==> src/rtl/mc_control_hs.sv <==
// Multicycle CPU control FSM with memory request/ready handshake, an
// illegal-opcode trap, branch-condition select and retire/state observation.
// Outputs are Moore-style, decoded from state and gated by mem_ready in memory states.
module mc_control_hs #(
   parameter int unsigned OPW     = 6,
   parameter int unsigned MEM_HS  = 1,
   parameter int unsigned TRAP_EN = 1
) (
   input  logic           clock,
   input  logic           reset,
   input  logic [OPW-1:0] opcode,
   input  logic           mem_ready,
   output logic           mem_req,
   output logic           PCWrite,
   output logic           PCWriteCond,
   output logic [1:0]     cond_sel,
   output logic           MemWrite,
   output logic           MemtoReg,
   output logic           IRWrite,
   output logic [1:0]     PCSource,
   output logic [1:0]     ALUOp,
   output logic [1:0]     ALUSrcA,
   output logic [1:0]     ALUSrcB,
   output logic           RegWrite,
   output logic [1:0]     RegSelect2,
   output logic           illegal,
   output logic           instr_done,
   output logic [3:0]     state
);

   typedef enum logic [3:0] {
      S_FETCH = 4'd0,  S_DECODE = 4'd1,  S_EXEC_R = 4'd2,  S_EXEC_I = 4'd3,
      S_EXEC_LUI = 4'd4, S_BRANCH = 4'd5, S_JUMP = 4'd6,   S_ADDR = 4'd7,
      S_MEM_RD = 4'd8, S_MEM_WR = 4'd9,  S_WB_ALU = 4'd10, S_WB_MEM = 4'd11,
      S_TRAP = 4'd12
   } state_t;

   typedef enum logic [3:0] {
      C_NOOP, C_J, C_BEQ, C_BNE, C_BLT, C_R, C_I, C_LUI,
      C_LW, C_SW, C_LWI, C_SWI, C_ILL
   } cls_t;

   state_t state_q, state_d;
   cls_t   dec_c, cls_q;
   logic   rdy_c;

   // With the handshake disabled memory always completes in one cycle
   assign rdy_c = (MEM_HS != 0) ? mem_ready : 1'b1;
   assign state = state_q;

   // Opcode decode into an instruction class
   always_comb begin
      dec_c = C_ILL;
      if      (opcode == OPW'(6'b000000)) dec_c = C_NOOP;
      else if (opcode == OPW'(6'b000001)) dec_c = C_J;
      else if (opcode == OPW'(6'b100000)) dec_c = C_BEQ;
      else if (opcode == OPW'(6'b100001)) dec_c = C_BNE;
      else if (opcode == OPW'(6'b100010)) dec_c = C_BLT;
      else if (opcode == OPW'(6'b010101)) dec_c = C_R;
      else if (opcode == OPW'(6'b110010)) dec_c = C_I;
      else if (opcode == OPW'(6'b111010)) dec_c = C_LUI;
      else if (opcode == OPW'(6'b111101)) dec_c = C_LW;
      else if (opcode == OPW'(6'b111110)) dec_c = C_SW;
      else if (opcode == OPW'(6'b111011)) dec_c = C_LWI;
      else if (opcode == OPW'(6'b111100)) dec_c = C_SWI;
   end

   // State register
   always_ff @(posedge clock or negedge reset) begin
      if (!reset) state_q <= S_FETCH;
      else        state_q <= state_d;
   end

   // Instruction class captured on DECODE exit so opcode may change afterwards
   always_ff @(posedge clock or negedge reset) begin
      if (!reset)                    cls_q <= C_NOOP;
      else if (state_q == S_DECODE)  cls_q <= dec_c;
   end

   // Next-state logic
   always_comb begin
      state_d = state_q;
      case (state_q)
         S_FETCH:  if (rdy_c) state_d = S_DECODE;
         S_DECODE: begin
            case (dec_c)
               C_NOOP:                     state_d = S_FETCH;
               C_J:                        state_d = S_JUMP;
               C_BEQ, C_BNE, C_BLT:        state_d = S_BRANCH;
               C_R:                        state_d = S_EXEC_R;
               C_I:                        state_d = S_EXEC_I;
               C_LUI:                      state_d = S_EXEC_LUI;
               C_LW, C_SW, C_LWI, C_SWI:   state_d = S_ADDR;
               default:                    state_d = (TRAP_EN != 0) ? S_TRAP : S_FETCH;
            endcase
         end
         S_EXEC_R, S_EXEC_I, S_EXEC_LUI:  state_d = S_WB_ALU;
         S_ADDR:   state_d = (cls_q == C_LW || cls_q == C_LWI) ? S_MEM_RD : S_MEM_WR;
         S_MEM_RD: if (rdy_c) state_d = S_WB_MEM;
         S_MEM_WR: if (rdy_c) state_d = S_FETCH;
         default:  state_d = S_FETCH;
      endcase
   end

   // Moore output decode; everything held low while reset is asserted
   always_comb begin
      mem_req     = 1'b0;
      PCWrite     = 1'b0;
      PCWriteCond = 1'b0;
      cond_sel    = 2'b00;
      MemWrite    = 1'b0;
      MemtoReg    = 1'b0;
      IRWrite     = 1'b0;
      PCSource    = 2'b00;
      ALUOp       = 2'b00;
      ALUSrcA     = 2'b00;
      ALUSrcB     = 2'b00;
      RegWrite    = 1'b0;
      RegSelect2  = 2'b00;
      illegal     = 1'b0;
      instr_done  = 1'b0;
      if (reset) begin
         case (state_q)
            S_FETCH: begin
               mem_req = 1'b1;
               ALUSrcB = 2'b01;
               IRWrite = rdy_c;
               PCWrite = rdy_c;
            end
            S_DECODE: begin
               ALUSrcB    = 2'b10;
               instr_done = (dec_c == C_NOOP) || (dec_c == C_ILL && TRAP_EN == 0);
            end
            S_JUMP: begin
               PCWrite    = 1'b1;
               PCSource   = 2'b10;
               instr_done = 1'b1;
            end
            S_BRANCH: begin
               ALUSrcA     = 2'b01;
               ALUOp       = 2'b01;
               PCWriteCond = 1'b1;
               PCSource    = 2'b01;
               instr_done  = 1'b1;
               cond_sel    = (cls_q == C_BNE) ? 2'b01 : (cls_q == C_BLT) ? 2'b10 : 2'b00;
            end
            S_EXEC_R: begin
               ALUSrcA = 2'b01;
               ALUOp   = 2'b10;
            end
            S_EXEC_I: begin
               ALUSrcA = 2'b01;
               ALUSrcB = 2'b10;
            end
            S_EXEC_LUI: begin
               ALUSrcB = 2'b11;
               ALUOp   = 2'b11;
            end
            S_WB_ALU: begin
               RegWrite   = 1'b1;
               RegSelect2 = (cls_q == C_R) ? 2'b00 : 2'b01;
               instr_done = 1'b1;
            end
            S_ADDR: begin
               ALUSrcB = 2'b10;
               ALUSrcA = (cls_q == C_LWI || cls_q == C_SWI) ? 2'b10 : 2'b01;
            end
            S_MEM_RD: mem_req = 1'b1;
            S_MEM_WR: begin
               mem_req    = 1'b1;
               MemWrite   = 1'b1;
               instr_done = rdy_c;
            end
            S_WB_MEM: begin
               RegWrite   = 1'b1;
               MemtoReg   = 1'b1;
               RegSelect2 = 2'b01;
               instr_done = 1'b1;
            end
            S_TRAP: begin
               illegal    = 1'b1;
               instr_done = 1'b1;
            end
            default: ;
         endcase
      end
   end

endmodule

==> config.mk <==
export PLATFORM = sky130hd
export DESIGN_NAME = mc_control_hs
export DESIGN_NICKNAME = d
export VERILOG_FILES = /design/src/rtl/mc_control_hs.sv
export SDC_FILE = /design/constraint.sdc
export NUM_CORES = 1
export LEC_CHECK = 0
export CORE_UTILIZATION = 40
export DETAILED_ROUTE_END_ITERATION = 8
export PLACE_DENSITY = 0.74
export SYNTH_ARGS = -nofsm -noshare
export SYNTH_HDL_FRONTEND = slang
export SYNTH_SLANG_ARGS = --single-unit
==> constraint.sdc <==
create_clock -name clock -period 2.1 [get_ports clock]
set_clock_uncertainty 0.15 [all_clocks]
set_input_delay 0.315 -clock clock [delete_from_list [all_inputs] [get_ports clock]]
set_output_delay 0.315 -clock clock [all_outputs]
set_load 0.1 [all_outputs]
==> impl_results.md, run 1 <==
* Worst endpoint after global-route timing repair: instr_done
* Syn. warnings at 0
* Synth Register Bits at 8
* Initial core utilization at 44.12%
* CTS Buf Count at 3
* Number of synthesized flops with an enable pin at 0
* CTS root buffer: clkbuf_4
* H-tree level count at 1
* Port bufs at 32
* Synth async-reset ratio at 100.0%
* Die Width at 52.34 µm
* Main combinational cell family by area after synthesis: simple AND/OR/NAND/NOR gates
* Halt Stage: 5_1_grt
* CTS Sinks at 8
* Post-synthesis simple-gate area fraction at 34.07%
* Largest net degree at the start of global routing at 13
* Kind of the worst endpoint: top-level output
* Dpl ws at -0.8092 ns
* Synth area leader: dfrtp_1
* Mapped Area at 1013 µm²
* CTS max path bufs at 2
* Main area contributors after synthesis: dfrtp_1 20%, nand2_1 5.2%, o21ai_0 4.9%, nor2_1 4.8%, nor2b_1 4.3%
* Most used DFF post-synth: dfrtp_1
* Run Error: [ERROR DPL-0038] Utilization greater than 100%, impossible to legalize
* Net Count, Synth at 151
* Proportion of synthesized area in mux cells at 0%
* Complex-gate fraction of the synthesized area at 29.38%
* Synth Instances at 140
* Proportion of netlist area held by the largest area contributor at 19.75%
* Status: did not finish
* I/O pins at 34
* Post-synthesis xor/xnor area fraction at 2.593%
* Mean post-synth cell area at 7.239 µm²
* Area share of fa/ha/maj cells after synthesis at 2.469%
* Distinct cells, synth at 45
* FP Rows at 17
* DIE HEIGHT at 52.34 µm
* Dpl hpwl at 2801 µm
* GP Congestion at 0.8637
* Hold_buf cts at 0
* Sequential area share after synthesis at 19.75%
cell families after synthesis:
group,after synthesis
flip-flops,8
AND/OR/NAND/NOR,64
XOR/XNOR,3
AO/OA/AOI/OAI,41
adder cells (fa/ha/maj),2
buffers and inverters,21
other,1
synth_stat cells (all sizes together), types with 2 or more instances:
cell	n
ha	2
dfrtp	8
nor2b	7
nor3	5
nand4b	4
o21ai	11
nand3	3
o22ai	2
a21oi	6
clkbuf	3
and2	4
nor4	2
buf	11
and3	3
nand2b	4
nand2	14
a221oi	3
nor2	13
and4	2
xnor2	2
a31oi	3
o31ai	4
inv	7
what timing repair did:
action,CTS
pin swaps,10
setup endpoints to repair,16
setup buffers,10
gates resized for setup,52
metrics by stage:
step                hold WS [ns]  cells  TNS [ns]  cell area, µm²
floorplan                -0.1306    140    -4.437            1222
global placement          0.4415    216    -1.699            1946
detailed placement        0.4557    216    -2.653            1946
CTS                       0.2529    228   -0.4265            2137
==> run 2: changes to the inputs <==
--- a/config.mk
+++ b/config.mk
@@ -5,9 +5,9 @@
 export SDC_FILE = /design/constraint.sdc
 export NUM_CORES = 1
 export LEC_CHECK = 0
-export CORE_UTILIZATION = 40
+export CORE_UTILIZATION = 25
 export DETAILED_ROUTE_END_ITERATION = 8
-export PLACE_DENSITY = 0.74
+export PLACE_DENSITY_LB_ADDON = 0.15
 export SYNTH_ARGS = -nofsm -noshare
 export SYNTH_HDL_FRONTEND = slang
 export SYNTH_SLANG_ARGS = --single-unit
==> constraint.sdc (replaced) <==
create_clock -name clock -period 2.7 [get_ports clock]
set_clock_uncertainty 0.15 [all_clocks]
set_input_delay 0.405 -clock clock [delete_from_list [all_inputs] [get_ports clock]]
set_output_delay 0.405 -clock clock [all_outputs]
set_load 0.1 [all_outputs]
==> run 2 against run 1 <==
Effect of this change: the run now ends clean; synthesized area is the same; synthesized cell count is the same.
==> impl_results.md, run 2 <==
* GR Util All Layers at 16.18%
* Number of synthesized flops with an enable pin at 0 (unchanged)
* Vias in the first global route at 1214
* GRT overflow at 0
* Net Count, Synth at 151 (unchanged)
* Core area at 3771 µm²
* Final Non-Filler Cells at 234
* Crit path buf inv count at 2
* Switching share of power at 59.61%
* Port bufs at 32 (unchanged)
* Worst skew pair latency at 0.24 ns
* LEAKAGE at 0.8066 nW
* Internal power at 0.7045 mW
* Slowest stage delay, CP at 0.25 ns
* Final min period at 2.603 ns
* CP required at 2.14 ns
* Max_cap viols at 0
* Distinct cells, synth at 45 (unchanged)
* Most used DFF post-synth: dfrtp_1
* Worst setup path start: opcode[1]
* Fraction of layout cells with a size suffix above 1 at 47.85%
* # placed instances at 226 (+4.6%)
* Mean post-synth cell area at 7.239 µm² (unchanged)
* Post-synthesis simple-gate area fraction at 34.07% (unchanged)
* Startpoint types: primary input
* Reg clk slew, reported paths at 0.05 ns
* Switching power total at 1.040 mW
* Die Width at 65.67 µm (+25%)
* Main combinational cell family by area after synthesis: simple AND/OR/NAND/NOR gates
* CTS Buf Count at 3 (unchanged)
* I/O pins at 34 (unchanged)
* Mapped Area at 1013 µm² (unchanged)
* DIE HEIGHT at 65.67 µm (+25%)
* Max frequency at 384.2 MHz
* Fin. Hold Viols at 0
* Nets@finish at 198
* Syn. warnings at 0 (unchanged)
* Tightest Hold Check Type: primary input to asynchronous set/reset pin
* Crit end category: primary output
* Synth Instances at 140 (unchanged)
* Detailed-route via count at 1221
* Final ANT Viol Nets at 0
* Fillers at 356
* Max IR drop VDD at 0.0002652 V
* Final setup viols at 0
* Proportion of synthesized area in mux cells at 0% (unchanged)
* Post-synthesis xor/xnor area fraction at 2.593% (unchanged)
* Proportion of netlist area held by the largest area contributor at 19.75% (unchanged)
* Synth async-reset ratio at 100.0% (unchanged)
* Dpl hpwl at 2476 µm (-12%)
* Complex-gate fraction of the synthesized area at 29.38% (unchanged)
* # diodes at 0
* FP Rows at 22 (+5)
* WL final at 3317 µm
* CTS tree: done
* Initial core utilization at 26.87% (-17 points)
* Die area at 4313 µm²
* Setup TNS at 0 ns
* Final Cycle Share at 96.40%
* Remaining DRCs at 0
* Initial antenna violation count at 0
* Least-Margin Pin Slew at 0.5226 ns
* H-tree level count at 1 (unchanged)
* GP Congestion at 0.8593 (-0.51%)
* Drt wl/cell at 14.18 µm
* CTS Sinks at 8 (unchanged)
* Most numerous cell in the Yosys netlist: nand2_1
* Number of max-slew violations in the final report at 0
* Reg power frac at 20.8%
* Reg-to-reg startpoint: state[0]$_DFFE_PN0P_
* Synth Register Bits at 8 (unchanged)
* Via/cell ratio at 5.218
* Commonest non-fill, non-tap cell in the layout: buf_4
* Status: completed
* P&R area growth vs syn at 89.51%
* Crit path kind: primary input to primary output
* Detailed Routing Iterations Pass 1 at 4
* Crit-path cells: buf_2 > nor2b_4 > a21oi_2 > o21ai_1 > a21o_1 > nand2_1 > ha_2 > nand4b_1 > a21oi_2 > a221oi_2 > nor2b_4 > buf_12
* Largest net degree at the start of global routing at 21
* CP max FO at 5
* Clock power share at 9.0%
* Main area contributors after synthesis: dfrtp_1 20%, nand2_1 5.2%, o21ai_0 4.9%, nor2_1 4.8%, nor2b_1 4.3%
* First-pass GRT wire length at 5416 µm
* CP max stage cell: a221oi_2
* Crit path max-delay family: compound AO/OA/AOI/OAI gates
* Commonest non-fill, non-tap cells in the layout: 24 x buf_4, 20 x buf_12, 14 x nand2_1
* Crit path DAT at 2.05 ns
* Initial DRC count at 39
* Cell area power density at 908.2 nW/µm²
* Synth area leader: dfrtp_1
* CTS root buffer: clkbuf_8
* Area share of fa/ha/maj cells after synthesis at 2.469% (unchanged)
* Rel. slew slack at 65.05%
* CTS max path bufs at 2 (unchanged)
* Logic gate share of total power at 70.2%
* Synth cell count leaders: 14 x nand2_1, 13 x nor2_1, 10 x o21ai_0, 8 x dfrtp_1
* Sequential area share after synthesis at 19.75% (unchanged)
[run 2: final cells by class]
cell class / count / area [µm²] / area share, %
repair buffers: 56 / 679.4 / 35.37
multi-input cells: 111 / 897.1 / 46.71
inverters: 7 / 26.28 / 1.368
clock buffers: 4 / 45.04 / 2.345
flip-flops and latches: 8 / 212.7 / 11.07
well taps: 48 / 60.06 / 3.127
[run 2: path summary, 6_finish.rpt]
kind	endpoint	slack [ns]	cells past startpoint
max in group asynchronous	state[2]$_DFFE_PN0P_	1.74	3
max reg2reg	state[1]$_DFFE_PN0P_	0.94	5
max	instr_done	0.1	12
min in group clock	cls_q[1]$_DFFE_PN0P_	0.47	1
min	state[0]$_DFFE_PN0P_	0.32	2
min reg2reg	cls_q[1]$_DFFE_PN0P_	0.47	1
[run 2: cells by family (layout without fill, tap and decap cells)]
kind of cell	count (synthesis)	after routing
and+or+nand+nor	64	64
AOI/OAI and AO/OA	41	41
buffers and inverters	21	67
DFF	8	8
xor gates and xnor gates	3	3
adders and majority gates	2	2
other	1	1
[run 2: repair_timing]
action                                  CTS  global route
hold buffers                              0             0
gates cloned                              0             1
resized for setup                        28            11
pin swaps                                 4             5
endpoints found under the setup margin    1             1
buffers inserted                          1             3
[run 2: per-layer routing]
layer	vias to the layer above	track usage (%)	wire length, µm
met1	573	18.41	1376
met3	4	1.563	152
met4	0	5.978	44
met5	-	0	0
met2	43	30.48	1744
li1	601	-	-
[run 2: stage by stage]
stage                     utilization (%)  instance area [µm²]  setup WS, ns  hold WS [ns]  total power, mW
after floorplan                         -                 1172      -0.01549      -0.04059            1.227
after global placement              47.51                 1792       -0.4691        0.4483            1.568
after detailed placement            47.51                 1792       -0.4527        0.4626            1.579
after CTS                           49.57                 1869      0.007332        0.3327            1.743
after global routing                50.93                 1921      -0.03811        0.3372            1.841
final                               50.93                 1921       0.09731        0.3248            1.744
[run 2: power by group through the flow]
stage	clock (mW)	combinational [mW]	sequential (mW)
after floorplan	0	0.800	0.427
after global placement	0	1.21	0.360
after detailed placement	0	1.22	0.362
after CTS	0.159	1.22	0.361
after global routing	0.164	1.30	0.378
final	0.157	1.22	0.363
Power figures use the tool's default switching activity.
